**src/rtl/reg_estagio_skid.sv**
```systemverilog
// rtl/reg_estagio_skid.sv - pipeline stage register with valid/ready handshake and one-entry skid buffer
module reg_estagio_skid #(
  parameter int WIDTH = 32
) (
  input  logic             clk,
  input  logic             rst_n,
  input  logic             flush,
  input  logic [WIDTH-1:0] in_data,
  input  logic             in_valid,
  output logic             in_ready,
  output logic [WIDTH-1:0] out_data,
  output logic             out_valid,
  input  logic             out_ready,
  output logic [1:0]       occupancy
);

  logic [WIDTH-1:0] main_q, main_d;
  logic [WIDTH-1:0] skid_q, skid_d;
  logic             main_valid_q, main_valid_d;
  logic             skid_valid_q, skid_valid_d;
  logic             accept;
  logic             xfer;

  // in_ready depends only on registered state, so back-pressure never forms a combinational path
  assign in_ready  = ~skid_valid_q;
  assign out_data  = main_q;
  assign out_valid = main_valid_q;
  assign occupancy = {1'b0, main_valid_q} + {1'b0, skid_valid_q};

  assign accept = in_valid & ~skid_valid_q;
  assign xfer   = main_valid_q & out_ready;

  always_comb begin
    main_d       = main_q;
    skid_d       = skid_q;
    main_valid_d = main_valid_q;
    skid_valid_d = skid_valid_q;
    if (flush) begin
      main_valid_d = 1'b0;
      skid_valid_d = 1'b0;
    end else if (!main_valid_q) begin
      if (accept) begin
        main_d       = in_data;
        main_valid_d = 1'b1;
      end
    end else if (!skid_valid_q) begin
      case ({xfer, accept})
        2'b11: main_d = in_data;
        2'b10: main_valid_d = 1'b0;
        2'b01: begin
          skid_d       = in_data;
          skid_valid_d = 1'b1;
        end
        default: ;
      endcase
    end else if (xfer) begin
      // skid is refilled only behind a full main, so draining it keeps main full
      main_d       = skid_q;
      skid_valid_d = 1'b0;
    end
  end

  always_ff @(posedge clk or negedge rst_n) begin
    if (!rst_n) begin
      main_q       <= '0;
      skid_q       <= '0;
      main_valid_q <= 1'b0;
      skid_valid_q <= 1'b0;
    end else begin
      main_q       <= main_d;
      skid_q       <= skid_d;
      main_valid_q <= main_valid_d;
      skid_valid_q <= skid_valid_d;
    end
  end

endmodule

```
**config.mk**
```make
export PLATFORM = sky130hd
export DESIGN_NAME = reg_estagio_skid
export DESIGN_NICKNAME = d
export VERILOG_FILES = /design/src/rtl/reg_estagio_skid.sv
export SDC_FILE = /design/constraint.sdc
export NUM_CORES = 1
export LEC_CHECK = 0
export BUFFER_PORTS_ARGS = -buffer_cell sky130_fd_sc_hd__buf_2
export CORE_ASPECT_RATIO = 1.75
export CORE_MARGIN = 2
export CORE_UTILIZATION = 40
export DETAILED_ROUTE_END_ITERATION = 6
export GPL_TIMING_DRIVEN = 0
export HOLD_SLACK_MARGIN = 0.03
export PLACE_DENSITY = 0.75
export SYNTH_ARGS = -nofsm -noshare
export SYNTH_HDL_FRONTEND = slang
export SYNTH_SLANG_ARGS = --single-unit
```
**constraint.sdc**
```tcl
create_clock -name clk -period 2 [get_ports clk]
set_input_delay 0.1 -clock clk [delete_from_list [all_inputs] [get_ports clk]]
set_output_delay 0.1 -clock clk [all_outputs]
set_load 0.1 [all_outputs]
```
======== Yosys cells after proc, flatten, opt, wreduce, memory -nomap -nowiden ========
Cells that the tools add are included.
word-level totals
  register bits after elaboration ......... 66
  latch bits .............................. 0
  memory bits (writable) .................. 0
  bits in read-only memories .............. 0
  logic and storage cells ................. 33
  memories kept ........................... 0
operators by class
  add/sub/neg operators ................... 1
  $mul .................................... 0
  divide/modulo/power cells ............... 0
  order comparisons ....................... 0
  equality and inequality tests ........... 5
  shifts and indexed selects .............. 0
  multiplexer cells ....................... 15
  bitwise operators ....................... 4
  reduce and logical (&&, ||, !) cells .... 4
operators with widths
  kind                                                             count
  32-bit 2-to-1 mux                                                5
  1-bit 2-to-1 mux                                                 10
  4-bit AND reduction                                              2
  2-bit == test, second input constant                             2
  2-bit nonzero test                                               2
  3-bit by 1-bit != test with 1-bit output, second input constant  1
  3-bit by 2-bit != test with 1-bit output, second input constant  1
  1-bit by 1-bit adder with 2-bit output                           1
  1-bit bitwise AND                                                2
  2-bit by 1-bit == test with 1-bit output, second input constant  1
  1-bit inverter                                                   2

======== Logic depth before layout (Yosys ltp) ========
Gate-level depths: netlist (run 1).
  depth after elaboration ................. 7
  depth in mapped cells ................... 6
  depth with buffers taken out ............ 5

======== Least setup slack after synthesis (run 1) ========
OpenSTA, ideal clock, no wires.
  kind .................................... reg-to-reg
  start ................................... register main_valid_q, in the netlist out_valid
  end ..................................... register main_q[0], in the netlist out_data[0]
  library setup time ...................... 125 ps
  data arrival time ....................... 2813 ps
  setup slack ............................. -939 ps
  cell stages (with the launch flop) ...... 6
  buffers on the path ..................... 1
  period minus slack after synthesis ...... 2939 ps
  cells stage by stage .................... dfrtp_1 ha_1 a2bb2oi_1 a211oi_4 buf_6 mux2_2
on the way
  cells in the longest elaborated chain, start to end .. 4
  elaborated cells on any way between the ends .. 7
  classes of those cells .................. eq/ne (3); mux (1); bitwise (1); reduce/logical (2)
RTL lines
  element                                                    line  RTL
  start, declared                                            19    logic main_valid_q, main_valid_d;
  start signal, assigned                                     72    main_valid_q <= main_valid_d;
  1-bit bitwise AND                                          31    assign xfer = main_valid_q & out_ready;
  2-bit == test                                              47    case ({xfer, accept})
  3-bit by 1-bit != test with 1-bit output (no source line)  -
  4-bit AND reduction (no source line)                       -
  end signal, assigned                                       70    main_q <= main_d;
  end, declared                                              17    logic [WIDTH-1:0] main_q, main_d;
Parallel ways exist; a longest one is shown, timed or not.
A chain may end at the register's enable or synchronous reset.

======== Worst setup path after layout (run 1) ========
  start ................................... register skid_valid_q
  end ..................................... register main_q[2], in the netlist out_data[2]
on the way
  cells in the longest elaborated chain, start to end .. 5
  elaborated cells on any way between the ends .. 9
  classes of those cells .................. eq/ne (3); mux (2); bitwise (2); reduce/logical (2)
RTL lines
  element                                                    line  RTL
  start, declared                                            20    logic skid_valid_q, skid_valid_d;
  start signal, assigned                                     73    skid_valid_q <= skid_valid_d;
  1-bit inverter (no source line)                            -
  1-bit bitwise AND                                          30    assign accept = in_valid & ~skid_valid_q;
  2-bit == test                                              47
  3-bit by 1-bit != test with 1-bit output (no source line)  -
  4-bit AND reduction (no source line)                       -
Parallel ways exist; a longest one is shown, timed or not.

==> impl_metrics.ini, run 1 <==
[run_status]
status = completed

[yosys]
synth-seq-cells = 66
syn_area_sq_mm = 0.00292
synth_top_family_by_area = multiplexers
synth.area.top_cells = dfrtp_1 (57%), mux2_2 (36%), buf_6 (1.2%)
synth-simple-area-share = 0.0141
syn_nets = 225
synth.top_cell.area_share = 0.565
yosys.area_share.adder = 0.00857
synth_top_cell_by_area = dfrtp_1
synthMuxAreaShare = 0.370
synth_compound_area_frac = 0.0163
syn_inst = 186
ys_warn_count = 0
synth_xor_area_frac = 0
avgSynthCellArea_sq_um = 15.7
synth_cell_types = 15
ys_seq_area_frac = 0.565

[detailed_routing]
dr.pass1.iters = 4
drt-initial-drc-count = 61
routed_wirelength_um = 6050
drc = 0
routedWlPerCell_um = 15.2
vias = 1938
route.antenna.remaining_nets = 0
vias_per_cell = 4.87

[timing]
rsz0062_at_grt = false
post-route-min-period_ns = 1.92
slew_violations = 0
finalHoldViolations = 0
slew-limit-headroom = 0.443
layout_setup_ws_ns = 0.0820
skew_ns = 0.00381
max_freq_mhz = 521
tightest_slew_ns = 0.835
finalSetupViolations = 0
min_period_over_period = 0.959

[pwr]
p_int_mw = 3.15
power.density_mw_per_mm2 = 1330
p_sw_frac = 0.418
clkPwrFrac = 0.270
p_leak_nw = 1.87
comb_power_share = 0.386
netSwitchingPower_mw = 2.26
seqPwrFrac = 0.344
p_total_mw = 5.40
max-vdd-ir-drop_v = 0.000819

[clocking]
htreeDepth = 3
root_buffer = clkbuf_16
clock_latency_ns = 0.32
cts_buffers = 9
numClockSinks = 66
cts.path.max_buffers = 2
clk_pin_slew_ns = 0.05
cts_tree = done

[placement]
dp.cells = 344
portBuffers = 72
post-place-ws_ns = 0.00187
post_dp_cell_area_sq_mm = 0.00343
hpwl_um = 3950
gp_congestion = 0.807

[setup_path]
path_class = flip-flop to flip-flop
cp_max_fo = 6
critical_path_arrival_ns = 2.12
cpMaxStageDelayCell = dfrtp_2
critPathMaxStageDelay_ns = 0.40
worstPathRequired_ns = 2.21
timing.critical_path.cells = clkinvlp_4, ha_4, nand2b_4, a211oi_4, buf_4, buf_2, mux2_2
endpoint_kind = flip-flop
cp-start-kind = flip-flop

[floorplan]
die_height_um = 117
rows = 41
core-area_sq_mm = 0.00713
die-width_um = 68.6
pin_count = 73
initial_core_util = 0.410
die_area_sq_mm = 0.00803

[finish]
fin_area_sq_mm = 0.00408
area_growth_pct = 39.5
utilization = 0.572
register_area_sq_mm = 0.00165
layout_common_cells = mux2_2 (94), buf_2 (78), dfrtp_1 (64)
drive_gt1_frac = 0.651
multi_input_area_sq_mm = 0.00122
num_antenna_cells = 0
final_cells = 398
final_common_cell = mux2_2
finalNetCount = 346
fillers = 574

[grt]
grt_start_max_net_pins = 67
busiest_layer = met2
grt_pass1_wl_um = 9530
use_met3 = 0.0488
gr-usage-met1 = 0.192
antenna_found_initial = 0
grt_util_all_layers = 0.165
grt.overflow.total = 0
grt_pass1_vias = 2018
grt_use_met2 = 0.272

[min_path]
hp-class = primary input to flip-flop

[flow_run]
cap_viol_max_count = 0
## flip-flops by register name, indices dropped and copies added (netlist names)
register,cells
out_data,32
skid_q,32
out_valid,1
skid_valid_q,1
## power by group through the flow
stage | logic (mW) | registers [mW] | clock network (mW)
6_report | 2.09 | 1.86 | 1.46
3_5_place_dp | 2.04 | 1.88 | 0
4_1_cts | 2.09 | 1.86 | 1.50
2_1_floorplan | 0.461 | 3.09 | 0
3_3_place_gp | 2.01 | 1.86 | 0
5_1_grt | 2.17 | 1.90 | 1.55
## critical path, delay by kind of cell (launching register included)
kind	cells	cell delay, ns
and+or+nand+nor	1	0.14
adders and majority gates	1	0.18
DFF	1	0.40
AOI/OAI and AO/OA	1	0.22
muxes	1	0.35
buffers and inverters	3	0.50
## final cells by class
type                            instances  share of cell area
Multi-Input combinational cell        108               0.300
Inverter                                3             0.00368
Clock inverter                          2             0.00246
Timing Repair Buffer                  110               0.179
Tap cell                               86              0.0264
Clock buffer                           14              0.0672
Buffer                                  9              0.0157
Sequential cell                        66               0.406
## final timing paths
path,from,to,slack [ns],cells after the start
worst max-delay path,skid_valid_q$_DFFE_PN0P_,out_data[2]$_DFFE_PN0P_,0.08,7
worst min-delay path,in_data[12],skid_q[12]$_DFFE_PN0P_,0.05,2
worst max register to register,skid_valid_q$_DFFE_PN0P_,out_data[2]$_DFFE_PN0P_,0.08,7
worst min register to register,skid_q[5]$_DFFE_PN0P_,skid_q[5]$_DFFE_PN0P_,0.48,1
max in group asynchronous,rst_n,skid_valid_q$_DFFE_PN0P_,0.97,2
min in group asynchronous,rst_n,out_data[7]$_DFFE_PN0P_,0.42,2
## through the flow
step / TNS, ns / hold WS (ns)
final: 0 / 0.0476
after global routing: 0 / 0.0450
after CTS: 0 / 0.0365
after detailed placement: 0 / 0.258
after global placement: 0 / 0.332
after floorplan: -11.43 / -0.196
## synthesized netlist by cell type
cell and number:
buf_6 3, a21oi_1 1, nand2b_1 2, inv_1 3, a221oi_1 1, a211oi_4 1
mux2_1 2, buf_2 6, dfrtp_1 66, ha_1 2, a2bb2oi_1 1, nand2_1 2
o21ai_0 1, nor4_4 1, mux2_2 94
## logic make-up after synthesis
| group | Yosys count |
|---|---|
| AO/OA/AOI/OAI | 5 |
| adder cells (fa/ha/maj) | 2 |
| buffers and inverters | 12 |
| flip-flops | 66 |
| multiplexers | 96 |
| AND/OR/NAND/NOR | 5 |
## timing repair
item,in CTS,in global routing
endpoints found under the hold margin,98,0
cloned,0,1
resized for setup,0,0
hold buffers,33,0
setup buffers,2,2
endpoints found under the setup margin,4,30
pin swaps,1,1
## routing by layer
layer / share of wire / wire [um] / vias to the layer above
met2: 0.54 / 3290 / 40
met5: 0 / 0 / -
met1: 0.40 / 2400 / 982
li1: - / - / 908
met3: 0.039 / 238 / 8
met4: 0.020 / 123 / 0
(Power assumes the default switching activity.)
==> inputs of run 2 (changes only) <==
--- a/config.mk
+++ b/config.mk
@@ -13,6 +13,7 @@
 export GPL_TIMING_DRIVEN = 0
 export HOLD_SLACK_MARGIN = 0.03
 export PLACE_DENSITY = 0.75
+export REMOVE_ABC_BUFFERS = 1
 export SYNTH_ARGS = -nofsm -noshare
 export SYNTH_HDL_FRONTEND = slang
 export SYNTH_SLANG_ARGS = --single-unit
==> run 2 against run 1 <==
Largest cell class unchanged. Combinational power barely moved. Total power rose by 1.8%. Critical path type unchanged. Worst hold slack improved by 0.012 ns. Highest routed layer unchanged. Count of clock-buffer cells in the layout did not move. Largest power group unchanged. Via count fell by 1.4%. Clock skew rose by 0.0043 ns.
==> impl_metrics.ini, run 2 (synthesis gave the netlist of run 1 again) <==
[run_status]
status = completed

[timing]
finalHoldViolations = 0
slew-limit-headroom = 0.431
tns_ns = 0
slew_violations = 0
finalSetupViolations = 0
min_period_over_period = 0.967
max_freq_mhz = 517
post-route-min-period_ns = 1.93
tightest_slew_ns = 0.851
skew_ns = 0.00815
rsz0062_at_grt = false

[pwr]
p_leak_nw = 1.88
power.density_mw_per_mm2 = 1340
max-vdd-ir-drop_v = 0.000994

[clocking]
clock_latency_ns = 0.33
numClockSinks = 66
root_buffer = clkbuf_16
htreeDepth = 3
cts_tree = done
cts.path.max_buffers = 2
cts_buffers = 9
clk_pin_slew_ns = 0.05

[grt]
grt_pass1_vias = 2004
antenna_found_initial = 0
grt_pass1_wl_um = 9340
grt_start_max_net_pins = 67
grt_util_all_layers = 0.163
grt.overflow.total = 0

[detailed_routing]
vias = 1911
dr.pass1.iters = 4
drt-initial-drc-count = 55
route.antenna.remaining_nets = 0
routed_wirelength_um = 5980
vias_per_cell = 4.84
drc = 0
routedWlPerCell_um = 15.1

[setup_path]
reg2regPathDepth = 6
critical_path_arrival_ns = 2.14
reg2reg_to = out_data[10]$_DFFE_PN0P_
cp_max_fo = 15
endpoint_kind = flip-flop
r2r_start = out_valid$_DFF_PN0_
reg2reg_slack_ns = 0.07
cp-start-kind = flip-flop
worstPathRequired_ns = 2.20
path_class = flip-flop to flip-flop
critPathLaunch = out_valid$_DFF_PN0_

[floorplan]
die-width_um = 68.6
initial_core_util = 0.410
die_height_um = 117
rows = 41
core-area_sq_mm = 0.00713
die_area_sq_mm = 0.00803
pin_count = 73

[finish]
finalNetCount = 343
final_common_cell = mux2_2
fin_area_sq_mm = 0.00410
num_antenna_cells = 0
layout_common_cells = mux2_2 (94), buf_2 (71), dfrtp_1 (64)
area_growth_pct = 40.5
drive_gt1_frac = 0.628

[min_path]
whs_endpoint = skid_valid_q$_DFFE_PN0P_
hold_depth = 2
min_from = out_ready
hp-class = primary input to flip-flop

[placement]
hpwl_um = 3620
portBuffers = 72
post_dp_cell_area_sq_mm = 0.00340
gp_congestion = 0.690

[flow_run]
cap_viol_max_count = 0
[run 2: final cells by class]
class	count	area, sq um
Clock buffer	14	264
Clock inverter	2	35.0
Fill cell	580	3030
Inverter	3	11.3
Multi-Input combinational cell	108	1200
Sequential cell	66	1650
Tap cell	86	108
Timing Repair Buffer	116	835
[run 2: worst max-delay path: stages, from the launching register on]
cell      delay (ns)
dfrtp_2         0.46
ha_1            0.23
nand2b_1        0.18
a211oi_4        0.29
buf_12          0.15
buf_12          0.15
mux2_2          0.35
[run 2: where the power goes]
part	internal [mW]	leakage, nW	switching [mW]	total (mW)
Sequential	1.69	0.795	0.166	1.86
Clock	1.03	0.147	0.526	1.56
Combinational	0.527	0.939	1.56	2.09
Total	3.25	1.88	2.26	5.50
[run 2: metal layers]
metal  track usage  routed length [um]  up-vias  share of wire
met4        0.0920                 123        0          0.021
met5             0                   0        -              0
met2         0.279                3350       50           0.56
met1         0.174                2310      948           0.39
met3        0.0478                 205        9          0.034
li1              -                   -      904              -
[run 2: stage by stage]
stage                     utilization  setup slack (ns)  hold slack, ns  power (mW)  std cells
after detailed placement        0.477           -0.0932           0.261        3.91        339
after global placement          0.466            -0.872           0.334        3.85        335
after global routing            0.576           0.00130          0.0644        5.73        395
after CTS                       0.574            0.0522          0.0463        5.57        394
after floorplan                     -             -1.36          -0.196        3.53        177
final                           0.576            0.0653          0.0599        5.50        395
[run 2: how the worst max path moves through the flow]
| stage | endpoint | slack [ns] | depth (start not counted) |
|---|---|---|---|
| 6_report | out_data[10]$_DFFE_PN0P_ | 0.07 | 6 |
| 5_1_grt | out_data[10]$_DFFE_PN0P_ | 0.001 | 6 |
| 4_1_cts | out_data[10]$_DFFE_PN0P_ | 0.05 | 7 |
| 3_5_place_dp | out_data[0]$_DFFE_PN0P_ | -0.09 | 7 |
| 3_3_place_gp | out_data[23]$_DFFE_PN0P_ | -0.87 | 5 |
| 2_1_floorplan | out_data[0]$_DFFE_PN0P_ | -1.36 | 4 |
[run 2: timing repair]
action,4_1_cts,5_1_grt
pin swaps,1,0
hold endpoints to repair,99,0
buffers inserted,5,1
hold buffers,34,0
resized for setup,3,0
setup endpoints to repair,30,31
